$ cat config.mk
export PLATFORM = sky130hd
export DESIGN_NAME = ssp_arbiter_flat
export DESIGN_NICKNAME = d
export VERILOG_FILES = /design/src/rtl/ssp_pkg.sv /design/src/rtl/ssp_arbiter_if.sv /design/src/rtl/ssp_rr_arb2.sv /design/src/rtl/ssp_arbiter.sv /design/src/flat_wrapper.sv
export SDC_FILE = /design/constraint.sdc
export NUM_CORES = 1
export LEC_CHECK = 0
export ABC_AREA = 1
export ABC_CLOCK_PERIOD_IN_PS = 1170
export CAP_MARGIN = 20
export CORE_ASPECT_RATIO = 1.4
export CORE_MARGIN = 10
export CORE_UTILIZATION = 40
export DETAILED_ROUTE_END_ITERATION = 10
export MAX_ROUTING_LAYER = met4
export PLACE_DENSITY = 0.79
export SYNTH_ARGS = -nofsm -noshare
export SYNTH_HDL_FRONTEND = slang
export SYNTH_SLANG_ARGS = --single-unit
export TNS_END_PERCENT = 30
$ cat constraint.sdc
create_clock -name PCLK -period 1.17 [get_ports PCLK]
set_input_delay 0.234 -clock PCLK [delete_from_list [all_inputs] [get_ports PCLK]]
set_output_delay 0.234 -clock PCLK [all_outputs]
set_load 0.03 [all_outputs]
$ cat src/rtl/ssp_pkg.sv
// ============================================================================
// ssp_pkg : shared state encoding and default data width for ssp_arbiter
// Rev 1.0
// ============================================================================
`default_nettype none

package ssp_pkg;

    localparam int SSP_DATA_W = 8;

    typedef enum logic [2:0] {
        ST_IDLE    = 3'd0,
        ST_WRITE   = 3'd1,
        ST_READ    = 3'd2,
        ST_CAPTURE = 3'd3,
        ST_HOLD    = 3'd4
    } ssp_state_e;

    // Round-robin pointer value after channel idx has been served.
    function automatic logic rr_next_ptr(input logic idx);
        return ~idx;
    endfunction

endpackage

`default_nettype wire

$ cat src/rtl/ssp_arbiter_if.sv
// ============================================================================
// ssp_arbiter_if : requester, return-stream and SSP APB-side signal bundle
// Rev 1.0
// ============================================================================
`default_nettype none

interface ssp_arbiter_if import ssp_pkg::*; #(
    parameter int DATA_W = SSP_DATA_W
) ();

    logic              REQ0;
    logic [DATA_W-1:0] DATA0;
    logic              GNT0;
    logic              REQ1;
    logic [DATA_W-1:0] DATA1;
    logic              GNT1;
    logic              PSEL;
    logic              PWRITE;
    logic [DATA_W-1:0] PWDATA;
    logic [DATA_W-1:0] PRDATA;
    logic              SSPTXINTR;
    logic              SSPRXINTR;
    logic [DATA_W-1:0] RX_DATA;
    logic              RX_VALID;

    // Arbiter side.
    modport master (
        input  REQ0, DATA0, REQ1, DATA1, PRDATA, SSPTXINTR, SSPRXINTR,
        output GNT0, GNT1, PSEL, PWRITE, PWDATA, RX_DATA, RX_VALID
    );

    // Requesters / SSP / consumer side.
    modport slave (
        output REQ0, DATA0, REQ1, DATA1, PRDATA, SSPTXINTR, SSPRXINTR,
        input  GNT0, GNT1, PSEL, PWRITE, PWDATA, RX_DATA, RX_VALID
    );

endinterface

`default_nettype wire

$ cat src/rtl/ssp_rr_arb2.sv
// ============================================================================
// ssp_rr_arb2 : 2-way round-robin grant select with update-on-grant pointer
// Rev 1.0
// ============================================================================
`default_nettype none

module ssp_rr_arb2 import ssp_pkg::*; (
    input  wire logic       clk,
    input  wire logic       rst_n,
    input  wire logic [1:0] i_req,
    input  wire logic       i_update,
    output logic      [1:0] o_gnt,
    output logic            o_gnt_idx
);

    logic ptr_q;
    logic ptr_d;

    always_comb begin
        o_gnt_idx = 1'b0;
        o_gnt     = 2'b00;
        ptr_d     = ptr_q;
        // The pointer only matters on contention; a lone requester always wins.
        if (i_req[0] && i_req[1]) begin
            o_gnt_idx = ptr_q;
        end else if (i_req[1]) begin
            o_gnt_idx = 1'b1;
        end
        if (i_req != 2'b00) begin
            o_gnt = o_gnt_idx ? 2'b10 : 2'b01;
        end
        if (i_update && (i_req != 2'b00)) begin
            ptr_d = rr_next_ptr(o_gnt_idx);
        end
    end

    always_ff @(posedge clk) begin
        if (!rst_n) begin
            ptr_q <= 1'b0;
        end else begin
            ptr_q <= ptr_d;
        end
    end

endmodule

`default_nettype wire

$ cat src/rtl/ssp_arbiter.sv
// ============================================================================
// ssp_arbiter : shares one SSP write port between two requesters and drains
//               the SSP RX FIFO; optional counters under SSP_ARBITER_STATS_EN
// Rev 1.0
// ============================================================================
`default_nettype none

module ssp_arbiter import ssp_pkg::*; #(
    parameter int DATA_W  = SSP_DATA_W,
    parameter bit RX_PRIO = 1'b1
`ifdef SSP_ARBITER_STATS_EN
    ,
    parameter int CNT_W   = 16
`endif
) (
    input  wire logic        PCLK,
    input  wire logic        CLEAR_B,
    ssp_arbiter_if.master    bus
`ifdef SSP_ARBITER_STATS_EN
    ,
    output logic [CNT_W-1:0] TX_CNT0,
    output logic [CNT_W-1:0] TX_CNT1,
    output logic [CNT_W-1:0] RX_CNT
`endif
);

    ssp_state_e        state_q, state_d;
    logic              psel_q, psel_d;
    logic              pwrite_q, pwrite_d;
    logic [DATA_W-1:0] pwdata_q, pwdata_d;
    logic              gnt0_q, gnt0_d;
    logic              gnt1_q, gnt1_d;
    logic [DATA_W-1:0] rx_data_q, rx_data_d;
    logic              rx_valid_q, rx_valid_d;

    logic       w_drain;
    logic       w_wr_ok;
    logic       w_decide;
    logic       w_take_write;
    logic [1:0] w_arb_gnt;
    logic       w_arb_idx;

    assign w_drain = bus.SSPRXINTR;
    assign w_wr_ok = (bus.REQ0 | bus.REQ1) & ~bus.SSPTXINTR;

    ssp_rr_arb2 u_arb (
        .clk       (PCLK),
        .rst_n     (CLEAR_B),
        .i_req     ({bus.REQ1, bus.REQ0}),
        .i_update  (w_take_write),
        .o_gnt     (w_arb_gnt),
        .o_gnt_idx (w_arb_idx)
    );

    always_comb begin
        state_d      = state_q;
        psel_d       = 1'b0;
        pwrite_d     = pwrite_q;
        pwdata_d     = pwdata_q;
        gnt0_d       = 1'b0;
        gnt1_d       = 1'b0;
        rx_data_d    = rx_data_q;
        rx_valid_d   = 1'b0;
        w_decide     = 1'b0;
        w_take_write = 1'b0;

        // HOLD lasts one cycle and returns to IDLE, so its closing edge is
        // also the IDLE decision edge; this gives one byte per two cycles.
        case (state_q)
            ST_IDLE:    w_decide = 1'b1;
            ST_HOLD:    w_decide = 1'b1;
            ST_WRITE:   state_d  = ST_HOLD;
            ST_READ: begin
                state_d    = ST_CAPTURE;
                rx_data_d  = bus.PRDATA;
                rx_valid_d = 1'b1;
            end
            ST_CAPTURE: state_d  = ST_IDLE;
            default:    state_d  = ST_IDLE;
        endcase

        if (w_decide) begin
            state_d = ST_IDLE;
            if (w_drain && (RX_PRIO || !w_wr_ok)) begin
                state_d  = ST_READ;
                psel_d   = 1'b1;
                pwrite_d = 1'b0;
            end else if (w_wr_ok) begin
                state_d      = ST_WRITE;
                psel_d       = 1'b1;
                pwrite_d     = 1'b1;
                pwdata_d     = w_arb_idx ? bus.DATA1 : bus.DATA0;
                gnt0_d       = w_arb_gnt[0];
                gnt1_d       = w_arb_gnt[1];
                w_take_write = 1'b1;
            end
        end
    end

    always_ff @(posedge PCLK) begin
        if (!CLEAR_B) begin
            state_q    <= ST_IDLE;
            psel_q     <= 1'b0;
            pwrite_q   <= 1'b0;
            pwdata_q   <= '0;
            gnt0_q     <= 1'b0;
            gnt1_q     <= 1'b0;
            rx_data_q  <= '0;
            rx_valid_q <= 1'b0;
        end else begin
            state_q    <= state_d;
            psel_q     <= psel_d;
            pwrite_q   <= pwrite_d;
            pwdata_q   <= pwdata_d;
            gnt0_q     <= gnt0_d;
            gnt1_q     <= gnt1_d;
            rx_data_q  <= rx_data_d;
            rx_valid_q <= rx_valid_d;
        end
    end

    assign bus.PSEL     = psel_q;
    assign bus.PWRITE   = pwrite_q;
    assign bus.PWDATA   = pwdata_q;
    assign bus.GNT0     = gnt0_q;
    assign bus.GNT1     = gnt1_q;
    assign bus.RX_DATA  = rx_data_q;
    assign bus.RX_VALID = rx_valid_q;

`ifdef SSP_ARBITER_STATS_EN
    localparam logic [CNT_W-1:0] c_cnt_one = 1;

    logic [CNT_W-1:0] tx_cnt0_q, tx_cnt0_d;
    logic [CNT_W-1:0] tx_cnt1_q, tx_cnt1_d;
    logic [CNT_W-1:0] rx_cnt_q,  rx_cnt_d;

    // Counters step together with the registered pulses they count.
    always_comb begin
        tx_cnt0_d = tx_cnt0_q;
        tx_cnt1_d = tx_cnt1_q;
        rx_cnt_d  = rx_cnt_q;
        if (gnt0_d)     tx_cnt0_d = tx_cnt0_q + c_cnt_one;
        if (gnt1_d)     tx_cnt1_d = tx_cnt1_q + c_cnt_one;
        if (rx_valid_d) rx_cnt_d  = rx_cnt_q  + c_cnt_one;
    end

    always_ff @(posedge PCLK) begin
        if (!CLEAR_B) begin
            tx_cnt0_q <= '0;
            tx_cnt1_q <= '0;
            rx_cnt_q  <= '0;
        end else begin
            tx_cnt0_q <= tx_cnt0_d;
            tx_cnt1_q <= tx_cnt1_d;
            rx_cnt_q  <= rx_cnt_d;
        end
    end

    assign TX_CNT0 = tx_cnt0_q;
    assign TX_CNT1 = tx_cnt1_q;
    assign RX_CNT  = rx_cnt_q;
`endif

endmodule

`default_nettype wire
$ cat src/flat_wrapper.sv
// flat-port wrapper written by rule: the top's interface ports become plain ports
module ssp_arbiter_flat import ssp_pkg::*;
#(
    parameter int DATA_W  = SSP_DATA_W,
    parameter bit RX_PRIO = 1'b1

)
  (PCLK, CLEAR_B, bus_REQ0, bus_DATA0, bus_REQ1, bus_DATA1, bus_PRDATA, bus_SSPTXINTR, bus_SSPRXINTR, bus_GNT0, bus_GNT1, bus_PSEL, bus_PWRITE, bus_PWDATA, bus_RX_DATA, bus_RX_VALID);
  ssp_arbiter_if #(.DATA_W(DATA_W)) bus_i ();
  input  wire logic PCLK;
  input  wire logic CLEAR_B;
  input wire logic [$bits(bus_i.REQ0)-1:0] bus_REQ0;
  input wire logic [$bits(bus_i.DATA0)-1:0] bus_DATA0;
  input wire logic [$bits(bus_i.REQ1)-1:0] bus_REQ1;
  input wire logic [$bits(bus_i.DATA1)-1:0] bus_DATA1;
  input wire logic [$bits(bus_i.PRDATA)-1:0] bus_PRDATA;
  input wire logic [$bits(bus_i.SSPTXINTR)-1:0] bus_SSPTXINTR;
  input wire logic [$bits(bus_i.SSPRXINTR)-1:0] bus_SSPRXINTR;
  output wire logic [$bits(bus_i.GNT0)-1:0] bus_GNT0;
  output wire logic [$bits(bus_i.GNT1)-1:0] bus_GNT1;
  output wire logic [$bits(bus_i.PSEL)-1:0] bus_PSEL;
  output wire logic [$bits(bus_i.PWRITE)-1:0] bus_PWRITE;
  output wire logic [$bits(bus_i.PWDATA)-1:0] bus_PWDATA;
  output wire logic [$bits(bus_i.RX_DATA)-1:0] bus_RX_DATA;
  output wire logic [$bits(bus_i.RX_VALID)-1:0] bus_RX_VALID;
  assign bus_i.REQ0 = bus_REQ0;
  assign bus_i.DATA0 = bus_DATA0;
  assign bus_i.REQ1 = bus_REQ1;
  assign bus_i.DATA1 = bus_DATA1;
  assign bus_i.PRDATA = bus_PRDATA;
  assign bus_i.SSPTXINTR = bus_SSPTXINTR;
  assign bus_i.SSPRXINTR = bus_SSPRXINTR;
  assign bus_GNT0 = bus_i.GNT0;
  assign bus_GNT1 = bus_i.GNT1;
  assign bus_PSEL = bus_i.PSEL;
  assign bus_PWRITE = bus_i.PWRITE;
  assign bus_PWDATA = bus_i.PWDATA;
  assign bus_RX_DATA = bus_i.RX_DATA;
  assign bus_RX_VALID = bus_i.RX_VALID;
  ssp_arbiter #(.DATA_W(DATA_W), .RX_PRIO(RX_PRIO)) u_core (.PCLK(PCLK), .CLEAR_B(CLEAR_B), .bus(bus_i));
endmodule
==> impl_metrics.env, run 1 <==
export IMPL_instances_no_fill=240
export IMPL_worst_path_buf_inv=1
export IMPL_end_kind="register"
export IMPL_place_gp_congestion=0.874
export IMPL_start_kind="input port"
export IMPL_critical_path_max_stage_delay_ns=0.56
export IMPL_seq_power_share_pct=50.3
export IMPL_combPwrFrac_pct=29.9
export IMPL_antenna_cells=0
export IMPL_ant_nets=0
export IMPL_dp_cells=236
export IMPL_cp_data_arrival_time_ns=1.38
export IMPL_finClkSkew_ns=0.00493
export IMPL_grt_max_degree=18
export IMPL_grt_overflow_total=0
export IMPL_finalCriticalPeriod_ns=1.12
export IMPL_critPathMaxFanout=10
export IMPL_slew_headroom_pct=82.6
export IMPL_antenna_found_initial=0
export IMPL_multi_input_area_um2=483
export IMPL_max_cap_violations=0
export IMPL_p_leak_nw=0.786
export IMPL_routed_wl_mm=3.07
export IMPL_path_clk_slew_ns=0.13
export IMPL_grt_pass1_vias=1149
export IMPL_cts_num_sinks=25
export IMPL_status="complete, no violations"
export IMPL_vias=1111
export IMPL_firstDrtPassIters=4
export IMPL_die_x_um=63.9
export IMPL_hold_viol=0
export IMPL_hold_buffers=0
export IMPL_io_pins=51
export IMPL_dieHeight_um=81.5
export IMPL_crit_required_ns=1.43
export IMPL_holdWs_ns=0.362
export IMPL_power_frac_clock_pct=19.8
export IMPL_port_buffers=50
export IMPL_fmax_mhz=894
export IMPL_crit_path_cell_trace="clkdlybuf4s50_1 -> nand2_2 -> nand2_4 -> nand2_1 -> nand2_1 -> nor2_1 -> nor2_1"
export IMPL_cts_buffers=3
export IMPL_synth_area_leaders="dfxtp_1 46%, nand2_1 15%, nand3_1 8.3%"
export IMPL_dieArea_um2=5210
export IMPL_nets=235
export IMPL_nFillCells=231
export IMPL_tightest_slew_ns=0.261
export IMPL_slew_violations=0
export IMPL_synthArstFlopShare_pct=0
export IMPL_grt_pass1_wl_mm=5.13
export IMPL_finalCritPeriodShare_pct=95.6
export IMPL_syn_to_final_growth_pct=50.6
export IMPL_routed_via_density=4.63
export IMPL_critPathSlowestCell="clkdlybuf4s50_1"
export IMPL_synth_distinct_cells=19
export IMPL_drc=0
export IMPL_dp_hpwl_mm=2.48
export IMPL_num_rows=22
export IMPL_synth_cells=148
export IMPL_cts_max_level=1
export IMPL_cpLargestDelayFamily="simple AND/OR/NAND/NOR gates"
export IMPL_total_power_mw=1.89
export IMPL_synth_top_cell_by_area="dfxtp_1"
export IMPL_p_sw_uw=585
export IMPL_initial_utilization_pct=41.3
export IMPL_intPower_mw=1.30
export IMPL_synth_edf_count=0
export IMPL_synth_flop_cell="dfxtp_1"
export IMPL_yosys_area_top_type_share_pct=46.3
export IMPL_clk_latency_ns=0.31
export IMPL_synthesis_area_um2=1080
export IMPL_layout_area_seq_um2=500
export IMPL_yosys_warnings=0
export IMPL_yosysMostFrequentCell="nand2_1"
export IMPL_syn_area_per_cell_um2=7.30
export IMPL_switching_share_pct=31.0
export IMPL_post_drt_wl_per_cell_um=12.8
export IMPL_synth_common_cells="44 x nand2_1, 25 x dfxtp_1, 20 x nor2_1"
export IMPL_hp_class="input port to register"
export IMPL_grt_setup_unrepaired="yes"
export IMPL_core_um2=2620
export IMPL_syn_nets=178
export IMPL_drt_iter0_markers=75
export IMPL_cts_tree="built"
export IMPL_groute_usage_overall_pct=12.2
export IMPL_ys_seq_elements=25
export IMPL_cts_root_buf="clkbuf_4"
export IMPL_clockBufferDepth=2
export IMPL_peakVddDrop_uv=733
export IMPL_synth_seq_area_share_pct=46.3
export IMPL_power_density_nw_per_um2=1160
export IMPL_finalSetupViolations=0
export IMPL_path_class="input port to register"
export IMPL_drive_above_1_share_pct=20.1
routing by layer:
metal / track usage [%] / vias up / wire length [µm]
met3: 4.22 / 0 / 283
met2: 20.2 / 52 / 1420
met1: 13.7 / 485 / 1370
met5: - / - / 0
met4: 3.29 / 0 / 0
li1: - / 574 / -
power by group through the flow:
stage               sequential (mW)  clock, mW  combinational [mW]
floorplan                      1.06          0               0.218
global placement              0.965          0               0.555
detailed placement            0.968          0               0.566
CTS                           0.949      0.398               0.570
global route                  0.957      0.426               0.620
finish                        0.948      0.373               0.564
stage by stage:
stage	setup WS (ns)	cell area (µm²)	util, %	TNS, ns
6_report	0.0516	1630	62.2	0
5_1_grt	-0.0374	1630	62.2	-0.0517
4_1_cts	0.0397	1620	61.9	0
3_5_place_dp	-0.293	1590	60.9	-4.14
3_3_place_gp	-0.252	1590	60.9	-3.55
2_1_floorplan	0.152	1080	-	0
logic make-up after synthesis:
kind of cell / Yosys count / share of synthesized area [%]
flip-flops: 25 / 46.3
AND/OR/NAND/NOR: 92 / 38.7
AO/OA/AOI/OAI: 12 / 5.56
buffers and inverters: 19 / 9.38
worst min-delay path, stage by stage:
cell            delay (ns)
dlymetal6s2s_1        0.19
nand2_4               0.15
nor2_1                0.06
final timing paths:
path | from | endpoint | slack, ns | cells after the start
max | bus_REQ0 | u_core.bus.PWDATA[7] | 0.05 | 7
min | bus_REQ1 | u_core.bus.GNT1 | 0.36 | 3
max reg2reg | u_core.state_q[0] | u_core.bus.PWDATA[3] | 0.11 | 6
min reg2reg | u_core.bus.RX_DATA[3] | u_core.bus.RX_DATA[3] | 0.47 | 2
state kept, by name (all words and copies together) (netlist names):
name                 cells
u_core.bus.GNT1          1
u_core.bus.PSEL          1
u_core.bus.PWDATA        8
u_core.bus.GNT0          1
u_core.bus.PWRITE        1
u_core.bus.RX_DATA       8
u_core.state_q           3
u_core.bus.RX_VALID      1
u_core.u_arb.ptr_q       1
repair_timing:
action	CTS	global route
setup buffers	0	0
gates resized for setup	0	2
endpoints found under the setup margin	0	7
hold endpoints to repair	0	0
cells in the final DEF (no fill, tap or decap), types with 2 or more instances in the layout:
master / instances
nand2_1: 44
clkdlybuf4s50_1: 28
buf_4: 28
dfxtp_1: 25
nor2_1: 20
nand3_1: 18
inv_1: 12
a21oi_1: 10
nor2_4: 4
clkbuf_4: 3
nand2_4: 2
nand2_2: 2
cell type report:
type	instances	area share [%]
tap	36	2.77
inverter	13	3.00
clock buffer	4	1.62
multi-input combinational	104	29.7
timing repair buffer	58	32.2
sequential	25	30.8
No activity file was read; power rests on OpenSTA's default activity.
==> run 2, diff against run 1 <==
- RECOVER_POWER: not set -> 50
==> run 2 against run 1 <==
- sequential power hardly changed
- critical path depth unchanged
- setup slack better by 0.0033 ns
- utilization decreased by 0.29 points
- critical endpoint unchanged
- clock power is essentially flat
- sequential share of layout area grew 0.14 points
- critical path type unchanged
- final area is 0.46% lower
- first-iteration DRC count decreased by 11%
- clock skew barely moved
==> impl_metrics.env, run 2 (synthesis gave the netlist of run 1 again) <==
export IMPL_max_cap_violations=0
export IMPL_timing_final_ws_setup_ns=0.0549
export IMPL_cts_root_buf="clkbuf_4"
export IMPL_dp_hpwl_mm=2.48
export IMPL_final_cell_mix="44 x nand2_1, 28 x clkdlybuf4s50_1, 26 x buf_4"
export IMPL_peakVddDrop_uv=728
export IMPL_fmax_mhz=897
export IMPL_dieHeight_um=81.5
export IMPL_grt_pass1_vias=1149
export IMPL_place_gp_congestion=0.874
export IMPL_cts_tree="built"
export IMPL_utilization_pct=61.9
export IMPL_holdWs_ns=0.360
export IMPL_grt_pass1_wl_mm=5.13
export IMPL_r2r_cells=6
export IMPL_dp_cells=236
export IMPL_drc=0
export IMPL_cts_num_sinks=25
export IMPL_path_clk_slew_ns=0.13
export IMPL_groute_usage_overall_pct=12.2
export IMPL_syn_to_final_growth_pct=49.9
export IMPL_finalCritPeriodShare_pct=95.3
export IMPL_path_class="input port to register"
export IMPL_pre_cts_slack_ns=-0.293
export IMPL_instances_no_fill=240
export IMPL_cts_buffers=3
export IMPL_post_drt_wl_per_cell_um=12.8
export IMPL_cp_data_arrival_time_ns=1.37
export IMPL_finalCriticalPeriod_ns=1.12
export IMPL_grt_setup_unrepaired="yes"
export IMPL_clockBufferDepth=2
export IMPL_finalSetupViolations=0
export IMPL_firstDrtPassIters=4
export IMPL_hp_class="input port to register"
export IMPL_nFillCells=233
export IMPL_core_um2=2620
export IMPL_num_rows=22
export IMPL_crit_path_end="u_core.bus.PWDATA[7]"
export IMPL_tns_ns=0
export IMPL_crit_required_ns=1.43
export IMPL_drt_iter0_markers=67
export IMPL_final_common_cell="nand2_1"
export IMPL_port_buffers=50
export IMPL_power_density_nw_per_um2=1160
export IMPL_initial_utilization_pct=41.3
export IMPL_p_leak_nw=0.780
export IMPL_cts_max_level=1
export IMPL_finClkSkew_ns=0.00450
export IMPL_reg2reg_from="u_core.state_q[0]"
export IMPL_hold_viol=0
export IMPL_io_pins=51
export IMPL_design_area_um2=1620
export IMPL_tightest_slew_ns=0.260
export IMPL_ant_nets=0
export IMPL_grt_max_degree=18
export IMPL_status="complete, no violations"
export IMPL_grt_overflow_total=0
export IMPL_crit_start="bus_REQ0"
export IMPL_end_kind="register"
export IMPL_slew_headroom_pct=82.6
export IMPL_vias=1117
export IMPL_drive_above_1_share_pct=19.1
export IMPL_start_kind="input port"
export IMPL_routed_wl_mm=3.07
export IMPL_hold_depth=3
export IMPL_antenna_found_initial=0
export IMPL_critPathMaxFanout=10
export IMPL_nets=235
export IMPL_die_x_um=63.9
export IMPL_routed_via_density=4.65
export IMPL_clk_latency_ns=0.31
export IMPL_rrSetupSlack_ns=0.11
export IMPL_reg2reg_to="u_core.bus.PWDATA[3]"
export IMPL_antenna_cells=0
export IMPL_placed_area_um2=1590
export IMPL_slew_violations=0
export IMPL_post_cts_buffers=0
export IMPL_total_power_mw=1.88
export IMPL_dieArea_um2=5210
run 2: layer usage:
layer / GRT usage [%] / up-vias / wire length, µm
met5: - / - / 0
met4: 3.29 / 0 / 0
met3: 4.22 / 0 / 290
met2: 20.2 / 52 / 1430
met1: 13.7 / 491 / 1350
li1: - / 574 / -
run 2: worst max-delay path, cell delays in order:
cell and delay (ns):
clkdlybuf4s50_1 0.56, nand2_2 0.17, nand2_4 0.15, nand2_1 0.06
nand2_1 0.06, nor2_1 0.04, nor2_1 0.10
run 2: how the worst min path moves through the flow:
| stage | from | end |
|---|---|---|
| floorplan | bus_PRDATA[0] | u_core.bus.RX_DATA[0] |
| global placement | u_core.bus.RX_DATA[4] | u_core.bus.RX_DATA[4] |
| detailed placement | u_core.bus.RX_DATA[3] | u_core.bus.RX_DATA[3] |
| CTS | bus_PRDATA[5] | u_core.bus.RX_DATA[5] |
| global route | bus_REQ1 | u_core.bus.GNT1 |
| finish | bus_REQ1 | u_core.bus.GNT1 |
run 2: timing repair:
| action | 4_1_cts | 5_1_grt |
|---|---|---|
| resized for setup | 0 | 2 |
| endpoints found under the setup margin | 0 | 7 |
| hold buffers | 0 | 0 |
run 2: layout make-up:
type	count	area [µm²]	area share (%)
Clock buffer	4	26.3	1.62
Inverter	13	48.8	3.01
Multi-Input combinational cell	104	483	29.8
Sequential cell	25	500	30.9
Tap cell	36	45.0	2.78
Timing Repair Buffer	58	515	31.8
run 2: where the power goes:
part,switching [mW],internal (mW)
Sequential,0.0340,0.914
Combinational,0.311,0.246
Clock,0.240,0.133
